[config.mk]
export PLATFORM = sky130hd
export DESIGN_NAME = booth_r4_seq_mult
export DESIGN_NICKNAME = d
export VERILOG_FILES = /design/src/rtl/booth_pkg.sv /design/src/rtl/booth_r4_pp_gen.sv /design/src/rtl/booth_r4_seq_mult.sv
export SDC_FILE = /design/constraint.sdc
export NUM_CORES = 1
export LEC_CHECK = 0
export BUFFER_PORTS_ARGS = -buffer_cell sky130_fd_sc_hd__buf_2
export CAP_MARGIN = 20
export CORE_UTILIZATION = 61
export CTS_CLUSTER_SIZE = 24
export DETAILED_ROUTE_END_ITERATION = 8
export PLACE_DENSITY = 0.81
export SETUP_SLACK_MARGIN = 0.2
export SLEW_MARGIN = 10
export SYNTH_ARGS = -nofsm -noshare
export SYNTH_HDL_FRONTEND = slang
export SYNTH_SLANG_ARGS = --single-unit
[constraint.sdc]
create_clock -name clk -period 8.5 [get_ports clk]
set_input_delay 1.275 -clock clk [delete_from_list [all_inputs] [get_ports clk]]
set_output_delay 1.275 -clock clk [all_outputs]
set_load 0.01 [all_outputs]
[src/rtl/booth_pkg.sv]
// Shared types for the radix-4 Booth multiplier: FSM states, Booth digits and
// the triplet-to-digit encoder.
package booth_pkg;

    typedef enum logic [1:0] {
        IDLE = 2'd0,
        RUN  = 2'd1,
        DONE = 2'd2
    } state_t;

    typedef enum logic [2:0] {
        ZERO = 3'd0,
        POS1 = 3'd1,
        POS2 = 3'd2,
        NEG1 = 3'd3,
        NEG2 = 3'd4
    } digit_t;

    // Triplet is {b[2i+1], b[2i], b[2i-1]}
    function automatic digit_t booth_encode(input logic [2:0] trip);
        case (trip)
            3'b001, 3'b010: return POS1;
            3'b011:         return POS2;
            3'b100:         return NEG2;
            3'b101, 3'b110: return NEG1;
            default:        return ZERO;
        endcase
    endfunction

endpackage

[src/rtl/booth_r4_pp_gen.sv]
// Combinational radix-4 Booth partial-product generator: maps one triplet and
// the extended multiplicand to a 2*W2-bit two's-complement partial product.
module booth_r4_pp_gen
    import booth_pkg::*;
#(
    parameter int W2 = 34
) (
    input  logic        [2:0]      triplet,
    input  logic signed [W2-1:0]   a_ext,
    output logic signed [2*W2-1:0] pp
);

    logic signed [2*W2-1:0] a_wide;

    always_comb begin
        a_wide = {{W2{a_ext[W2-1]}}, a_ext};
        pp     = '0;
        case (booth_encode(triplet))
            POS1:    pp = a_wide;
            POS2:    pp = a_wide <<< 1;
            NEG1:    pp = -a_wide;
            NEG2:    pp = -(a_wide <<< 1);
            default: pp = '0;
        endcase
    end

endmodule

[src/rtl/booth_r4_seq_mult.sv]
// Sequential radix-4 Booth multiplier, one digit per enabled clock, with
// valid/ready handshakes. Define BOOTH_EARLY_TERM_EN for data-dependent early finish.
module booth_r4_seq_mult
    import booth_pkg::*;
#(
    parameter int WIDTH = 32
) (
    input  logic                 clk,
    input  logic                 reset,
    input  logic                 en,
    input  logic                 in_valid,
    output logic                 in_ready,
    input  logic [WIDTH-1:0]     a,
    input  logic [WIDTH-1:0]     b,
    input  logic                 is_signed,
    output logic                 out_valid,
    input  logic                 out_ready,
    output logic [2*WIDTH-1:0]   product,
    output logic                 busy
);

    localparam int W2 = WIDTH + 2;
    localparam int N  = W2 / 2;
    localparam int CW = $clog2(N) + 1;

    localparam logic [1:0] S_IDLE = IDLE;
    localparam logic [1:0] S_RUN  = RUN;
    localparam logic [1:0] S_DONE = DONE;

    logic [1:0]               state_p0;
    logic signed [W2-1:0]     a_ext_p0;
    logic [W2:0]              b_sh_p0;
    logic signed [2*W2-1:0]   acc_p0;
    logic [CW-1:0]            cnt_p0;
    logic [2*WIDTH-1:0]       product_p1;

    logic signed [2*W2-1:0]   pp;
    logic signed [2*W2-1:0]   acc_next;
    logic                     last_digit;

    // b_sh holds {b_ext, 0} shifted right by 2 per digit, so bits [2:0] are the current triplet
    booth_r4_pp_gen #(.W2(W2)) u_pp_gen (
        .triplet (b_sh_p0[2:0]),
        .a_ext   (a_ext_p0),
        .pp      (pp)
    );

    assign acc_next = acc_p0 + (pp <<< {cnt_p0, 1'b0});

`ifdef BOOTH_EARLY_TERM_EN
    // Sign-filled shift keeps b_sh[W2:2] equal to b_ext[W2-1:2i+1] padded with its MSB
    logic rest_eq;
    assign rest_eq    = (&b_sh_p0[W2:2]) | ~(|b_sh_p0[W2:2]);
    assign last_digit = (cnt_p0 == CW'(N - 1)) | rest_eq;
`else
    assign last_digit = (cnt_p0 == CW'(N - 1));
`endif

    always_ff @(posedge clk or posedge reset) begin
        if (reset) begin
            state_p0   <= S_IDLE;
            a_ext_p0   <= '0;
            b_sh_p0    <= '0;
            acc_p0     <= '0;
            cnt_p0     <= '0;
            product_p1 <= '0;
        end else if (en) begin
            case (state_p0)
                S_IDLE: begin
                    if (in_valid) begin
                        a_ext_p0 <= {{2{is_signed & a[WIDTH-1]}}, a};
                        b_sh_p0  <= {{2{is_signed & b[WIDTH-1]}}, b, 1'b0};
                        acc_p0   <= '0;
                        cnt_p0   <= '0;
                        state_p0 <= S_RUN;
                    end
                end
                S_RUN: begin
                    acc_p0  <= acc_next;
                    cnt_p0  <= cnt_p0 + 1'b1;
                    b_sh_p0 <= {{2{b_sh_p0[W2]}}, b_sh_p0[W2:2]};
                    if (last_digit) begin
                        product_p1 <= acc_next[2*WIDTH-1:0];
                        state_p0   <= S_DONE;
                    end
                end
                S_DONE: begin
                    if (out_ready)
                        state_p0 <= S_IDLE;
                end
                default: state_p0 <= S_IDLE;
            endcase
        end
    end

    assign in_ready  = (state_p0 == S_IDLE);
    assign out_valid = (state_p0 == S_DONE);
    assign busy      = (state_p0 == S_RUN);
    assign product   = product_p1;

endmodule
==> impl.org, run 1 <==
** Floorplan
- Die outline area :: 0.02632 sq mm
- Height of the chip :: 162.2 um
- After floorplanning, the core was divided into 58 placement rows.
- For this design the top-level I/O count stands at 137.
- Measured along the x axis, the die boundary spans 162.2 um.
- Floorplan Core Area :: 0.02518 sq mm
- The initial utilization of the core area, before any placement, comes to 62.19%.

** Critical path
- STA classifies the critical path endpoint as a register.
- STA puts the critical path data required time at 8.91 ns.
- The critical path starts at a_ext_p0[0].
- The slowest stage of the critical path belongs to the cell or4_1.
- In this run the worst path has a maximum fanout of 12.
- Data on the critical path arrives at its endpoint at 7.83 ns.
- Walking the worst path, the cells encountered are inv_1, ha_1, nor4b_2, buf_4, nand3_1, or4_1, a221o_1, mux4_2, nor2_1, a21oi_1, mux2i_1, nor2_1, ha_1, nand2_1, o21ai_0, nand2_1, a211oi_1, o21ai_0, o221ai_1, a21oi_1, o21bai_1, a21oi_1, xnor2_1, mux2_2.
- In this run the register-to-register setup slack is 1.08 ns.
- Source of the worst register-to-register timing path :: a_ext_p0[0]
- The cell that appears most often on the critical path is a21oi_1.
- The critical path is of the register to register type.
- STA classifies the critical path startpoint as a register.
- The largest single stage delay on the critical path is 0.67 ns.

** Logic synthesis
- For this run, the number of Yosys warnings is 0.
- Synthesis handed over a netlist of 1833 instances.
- Synthesis produced a netlist with a net count of 1970.
- Number of enable-type register cells in the synthesized netlist :: 0
- Top flip-flop cell by instance count after synthesis :: dfrtp_1
- Flip-flop and latch count after synthesis :: 204
- The netlist uses 88 different library cells.
- Share of async-settable or async-resettable flops after synthesis :: 100.0%
- Cell Area, Synth :: 0.01566 sq mm
- Avg Inst Size Synth :: 8.544 sq um
- Register area share after synthesis :: 32.60%

** Job
- # Max-Cap Violations :: 0

** Placement
- Port bufs :: 136
- Half-perimeter wire length of the detailed placement result :: 34.00 mm
- Area after DPL :: 0.01635 sq mm
- Cell count after placement :: 2182
- RD Place Congestion :: 0.9906
- Post-Place Worst Slack :: 1.377 ns

** Clocking
- The number of setup buffers added after CTS is 0.
- Clock slew at the register clock pins of the worst setup and hold paths :: 0.06 ns
- In this run, CTS created clock tree buffers numbering 23.
- CTS saw 204 sinks.
- The tree is rooted in a clkbuf_16.
- Worst-skew pair later-pin latency :: 0.55 ns
- In this run the number of H-tree levels came out at 1.
- CTS tree :: done
- CTS-repair resized insts :: 0
- Buffers inserted to repair hold after CTS numbered 0.
- Largest buffer count on any clock path :: 3

** Outcome
- Outcome :: finished clean

** Hold path
- Startpoint of the lowest-slack hold path :: b_sh_p0[8]
- The worst hold path belongs to the class register to register.

** Finish
- Cells with a size suffix above 1 make up 16.76% of the layout.
- Excluding fillers, the count of instances in the completed layout stands at 2222.
- The library cells used most frequently in the layout, excluding fill and tap cells, are nand2_1 (260), dfrtp_1 (204), nor2_1 (151), buf_2 (136), o21ai_0 (124).
- Area of all placed cells without fillers :: 0.01712 sq mm
- Layout Nets :: 2014
- Post-synthesis to final-layout area growth :: 9.291%
- Most frequent standard cell in the layout excluding fill and tap cells :: nand2_1

** STA
- Worst-case clock skew :: 0.02175 ns
- Post-route worst setup slack :: 1.082 ns
- At the pin with the least slew margin, the transition time is 1.171 ns.
- Total of endpoints with negative setup slack in the final report :: 0
- The count of endpoints failing hold in the final timing report came to 0.
- The final number of max-transition violations was 0.
- Final-layout setup total negative slack :: 0 ns
- After layout, the minimum clock period comes to 7.418 ns.
- Fmax :: 134.8 MHz
- Setup repair after global routing missed its margin :: false
- Headroom to the max-slew limit came out at 21.63%.
- The final critical path takes up 87.27% of the cycle.

** GRT
- The first global-routing pass estimated 76.05 mm of wire.
- Across every metal layer, demand over resource in global routing totals 36.06%.
- Maximum number of pins on one net before global-route repair :: 136
- Total gr overflow :: 0
- Antenna violations before repair :: 0
- Vias in the first global route :: 13830

** Detailed routing
- DRT iter0 DRCs :: 1466
- Detailed routing inserted a total of 14700 vias.
- Remaining routing DRC violations :: 0
- The count of nets left with antenna violations once routing finished came out at 0.
- Routed wire length per instance :: 21.33 um
- The first detailed-routing pass ran for 5 iterations.
- After detailed routing, the total wire length is 47.39 mm.
- Dividing the detail-routed via count by the number of cells gives 6.616.
-- Yosys cell counts (all sizes together), types with 12 or more instances --
cell type	instances	area (sq um)
o21ai	128	640.6
clkbuf	95	356.6
nor4	13	102.6
o21a	18	135.1
dfrtp	204	5105
nand2	260	975.9
xnor2	57	499.2
a221o	12	121.4
a211oi	31	232.7
o31ai	16	120.1
nor2	152	570.6
nor3	35	202.7
ha	66	825.8
a22o	61	534.3
mux2	81	912.1
a31oi	16	100.1
a22oi	19	142.6
xor2	36	322.8
nand3	31	160.1
mux2i	58	584.3
nand4	21	131.4
o21bai	12	90.09
buf	39	205.2
nand2b	13	81.33
or4	13	97.59
a21o	35	262.8
inv	30	112.6
a21oi	105	525.5
-- cell families (layout without fill, tap and decap cells) --
group	count (synthesis)	after routing	synth area share, %
compound gates	553	553	24.21
simple gates	606	606	17.87
xor+xnor	93	93	5.249
flops	204	204	32.60
mux	144	144	10.32
buf+inv	166	224	4.354
other cells	0	1	0
fa+ha+maj	67	67	5.401
-- metal layers --
layer / wire [um] / track usage [%] / vias up / share of wire [%]
li1: - / - / 6816 / -
met1: 21000 / 52.10 / 7153 / 44
met2: 21440 / 56.14 / 650 / 45
met3: 3736 / 5.439 / 82 / 7.9
met4: 1214 / 9.520 / 0 / 2.6
met5: 0 / 0 / - / 0
-- final timing paths --
path                                     to  cells past startpoint
worst max register to register  product[51]                     24
min in group asynchronous        product[5]                      2
worst min-delay path             b_sh_p0[8]                      2
worst max-delay path            product[51]                     24
worst min register to register   b_sh_p0[8]                      2
max in group asynchronous        acc_p0[57]                      3
-- worst max-delay path, delay by kind of cell (launching register included) --
family          cells  cell delay (ns)
compound gates      9             2.67
xor+xnor            1             0.15
fa+ha+maj           2             0.71
buf+inv             2             0.31
flops               1             0.47
mux                 3             1.13
simple gates        7             1.79
-- registers in the layout, indices dropped and copies added (netlist names) --
register / flops
b_sh_p0: 35
a_ext_p0: 33
state_p0: 2
product: 64
cnt_p0: 6
acc_p0: 64
-- through the flow --
| step | hold WS (ns) | utilization, % |
|---|---|---|
| 5_1_grt | 0.5036 | 67.96 |
| 3_3_place_gp | 0.4592 | 64.94 |
| 3_5_place_dp | 0.4683 | 64.94 |
| 2_1_floorplan | 0.4457 | - |
| 4_1_cts | 0.4836 | 67.96 |
| 6_report | 0.4780 | 67.97 |
-- area by class of cell --
type,instances,area (sq um)
clock inverter,7,81.33
multi-input combinational,1463,9899
clock buffer,32,679.4
antenna,1,2.502
sequential,204,5105
tap,330,412.9
inverter,32,127.6
fill,2030,8065
timing repair buffer,153,808.3
Power of run 1 is not shown: default switching activity piles up to over one toggle a cycle in this logic, so the estimate is an artifact.
==> run 2, diff against run 1 <==
--- a/config.mk
+++ b/config.mk
@@ -9,6 +9,6 @@
 export CAP_MARGIN = 20
-export CORE_UTILIZATION = 61
+export CORE_UTILIZATION = 66
 export CTS_CLUSTER_SIZE = 24
 export DETAILED_ROUTE_END_ITERATION = 8
-export PLACE_DENSITY = 0.81
+export PLACE_DENSITY = 0.87
 export SETUP_SLACK_MARGIN = 0.2
==> constraint.sdc (replaced) <==
create_clock -name clk -period 9.6 [get_ports clk]
set_input_delay 1.92 -clock clk [delete_from_list [all_inputs] [get_ports clk]]
set_output_delay 1.92 -clock clk [all_outputs]
set_load 0.01 [all_outputs]
==> run 2 against run 1 <==
Effect of this change: clock skew shrank 0.0055 ns; final cell count decreased by 0.63%; setup slack better by 0.93 ns; sequential cell count unchanged; worst hold slack got worse by 0.0011 ns; first-iteration DRC count increased by 11%; die area shrank 7.5%; count of clock-buffer cells in the layout is 2 lower; register-to-register slack gained 0.93 ns; largest cell class unchanged.
==> impl.org, run 2 (synthesized netlist as in run 1, its figures left out) <==
** Outcome
- Outcome :: finished clean

** Floorplan
- The row count came to 56 (-3.4%).
- Die outline area :: 0.02435 sq mm (-7.5%)
- Io pins :: 137 (unchanged)
- The die height is 156.0 um (-3.8%).
- The area of the placeable core is 0.02340 sq mm (-7.1%).
- The width of the die was 156.0 um (-3.8%).
- Starting Density :: 66.92% (+4.7 points)

** Finish
- Relative to the synthesized area, the layout overhead comes to 8.708%.
- Most frequent standard cell in the layout excluding fill and tap cells :: nand2_1
- Leading cell types in the layout, fill and taps excluded :: nand2_1 (260), dfrtp_1 (204), nor2_1 (151), buf_2 (136), o21ai_0 (124)
- Share of layout cells above drive strength 1 :: 16.42% (-0.34 points)
- The net count reported at finish is 2012 (-0.099%).

** Clocking
- The number of buffers created by CTS was 23 (unchanged).
- The number of setup buffers added after CTS was 0 (unchanged).
- The root buffer cell chosen for the clock tree is clkbuf_16.
- TritonCTS built the clock tree.
- The post-cts repair resize count was 0 (unchanged).
- Clock slew at the register clock pins of the worst setup and hold paths :: 0.06 ns (about the same)
- Largest buffer count on any clock path :: 3 (unchanged)
- The clock latency at the later pin of the worst-skew pair is 0.54 ns (about the same).
- The number of sinks on the clock net is 204 (unchanged).
- Hold bufs inserted after CTS :: 0 (unchanged)
- CTS HTree Levels :: 1 (unchanged)

** Critical path
- WP data required :: 10.01 ns (+1.10 ns)
- The maximum fanout along the worst path came to 12 (unchanged).
- Worst r2r path cells :: 23 (-4.2%)
- Launching instance or port of the critical path :: a_ext_p0[0]
- Capture instance of the worst register-to-register path :: product[49]
- Setup slack, reg-to-reg :: 2.01 ns (+0.93 ns)
- The worst register-to-register path begins at a_ext_p0[0].
- STA classifies the critical path endpoint as a register.
- Worst Path Class, Setup :: register to register
- The data arrival time at the worst-slack endpoint is 8.00 ns (+0.17 ns).
- Type of origin of the critical path :: register

** Job
- The count of max-cap constraint violations is 0 (unchanged).

** Detailed routing
- The total wire length is 47.34 mm (-0.11%).
- Antenna-violating nets left :: 0 (unchanged)
- The remaining design rule violation count was 0 (unchanged).
- Routed via count divided by cell count :: 6.693 (+1.2%)
- The first-pass iteration count of the detailed router was 5 (unchanged).
- The average detailed-routed wire length per instance came to 21.44 um (+0.53%).
- The overall via count from detail_route was 14780 (+0.53%).
- DRT iter0 DRCs :: 1625 (+11%)

** Hold path
- Number of cells traversed by the worst hold path :: 2 (unchanged)
- The worst hold path terminates at b_sh_p0[16].
- The startpoint identified for the worst hold timing path is b_sh_p0[16].
- Path type of the worst min-delay path :: register to register

** STA
- The final number of setup-violating endpoints is 0 (unchanged).
- Fraction of the cycle the final worst path needs :: 79.05% (-8.2 points)
- The worst-margin pin slew is 1.162 ns (-0.008968 ns).
- The worst clock skew came to 0.01623 ns (-0.005517 ns).
- Time the worst path needs with I/O delays and setup :: 7.589 ns (+0.1706 ns)
- Fmax :: 131.8 MHz (-2.2%)
- Final hold viol count :: 0 (unchanged)
- The worst slew margin relative to its limit is 22.25% (+0.62 points).
- Max-slew violation count :: 0 (unchanged)
- Final-layout setup total negative slack :: 0 ns (unchanged)
- Setup repair after global routing missed its margin :: false

** GRT
- Maximum number of pins on one net before global-route repair :: 145 (+6.6%)
- Vias in the first global route :: 14150 (+2.3%)
- Global-route wire length before repair :: 75.67 mm (-0.51%)
- Overall global routing resource usage :: 38.86% (+2.8 points)
- Antenna violations before repair :: 1 (+1)
- Total gr overflow :: 0 (unchanged)

** Placement
- Half-perimeter wire length of the detailed placement result :: 33.53 mm (-1.4%)
- The final RePlAce weighted congestion is 1.015 (+2.5%).
- The number of buffer cells added on primary ports came to 136 (unchanged).
==> run 2: cell types whose count changed in the layout (fill, tap and decap cells not counted), sizes merged <==
cell    delta
buf        -3
clkbuf     -1
inv        +1
==> run 2: layout make-up <==
class	count	area [sq um]
multi-input combinational	1463	9899
clock buffer	30	611.8
timing repair buffer	151	793.3
sequential	204	5105
fill	1811	6377
inverter	32	127.6
antenna	1	2.502
clock inverter	8	86.33
tap	319	399.1
==> run 2: how the worst max path moves through the flow <==
stage	slack, ns	to
2_1_floorplan	2.11	a_ext_p0[0]
3_3_place_gp	2.51	product[63]
3_5_place_dp	2.34	product[49]
4_1_cts	2.26	product[58]
5_1_grt	1.54	product[49]
6_report	2.01	product[49]
==> run 2: stage by stage <==
| stage | cells | util, % | hold WS (ns) | cell area [sq um] | setup slack [ns] |
|---|---|---|---|---|---|
| 2_1_floorplan | 1833 | - | 0.4457 | 15660 | 2.113 |
| 3_3_place_gp | 2168 | 69.72 | 0.4595 | 16320 | 2.511 |
| 3_5_place_dp | 2168 | 69.72 | 0.4630 | 16320 | 2.339 |
| 4_1_cts | 2206 | 72.71 | 0.4768 | 17020 | 2.260 |
| 5_1_grt | 2208 | 72.75 | 0.4920 | 17030 | 1.541 |
| 6_report | 2208 | 72.75 | 0.4769 | 17030 | 2.011 |
==> run 2: critical path, stage by stage (launching register included) <==
cell      delay, ns
dfrtp_1        0.48
inv_1          0.13
ha_1           0.26
nor4b_2        0.62
nand3_1        0.52
or4_1          0.68
a221o_1        0.42
mux4_2         0.52
nor2_1         0.11
a21oi_1        0.07
mux2i_1        0.38
nor2_1         0.14
ha_1           0.45
nand2_1        0.07
o21ai_0        0.32
nand2_1        0.12
a211oi_1       0.40
o211ai_1       0.21
a211oi_1       0.44
nor2_1         0.14
o21ai_0        0.36
a21oi_1        0.14
xnor2_1        0.18
mux2_2         0.28
==> run 2: routing by layer <==
metal  wire length, um  GRT usage [%]
met2             21600          61.95
met5                 0              0
met3              4183          6.167
met4              1288          11.48
met1             20270          54.35
Power of run 2 is left out for the same reason.
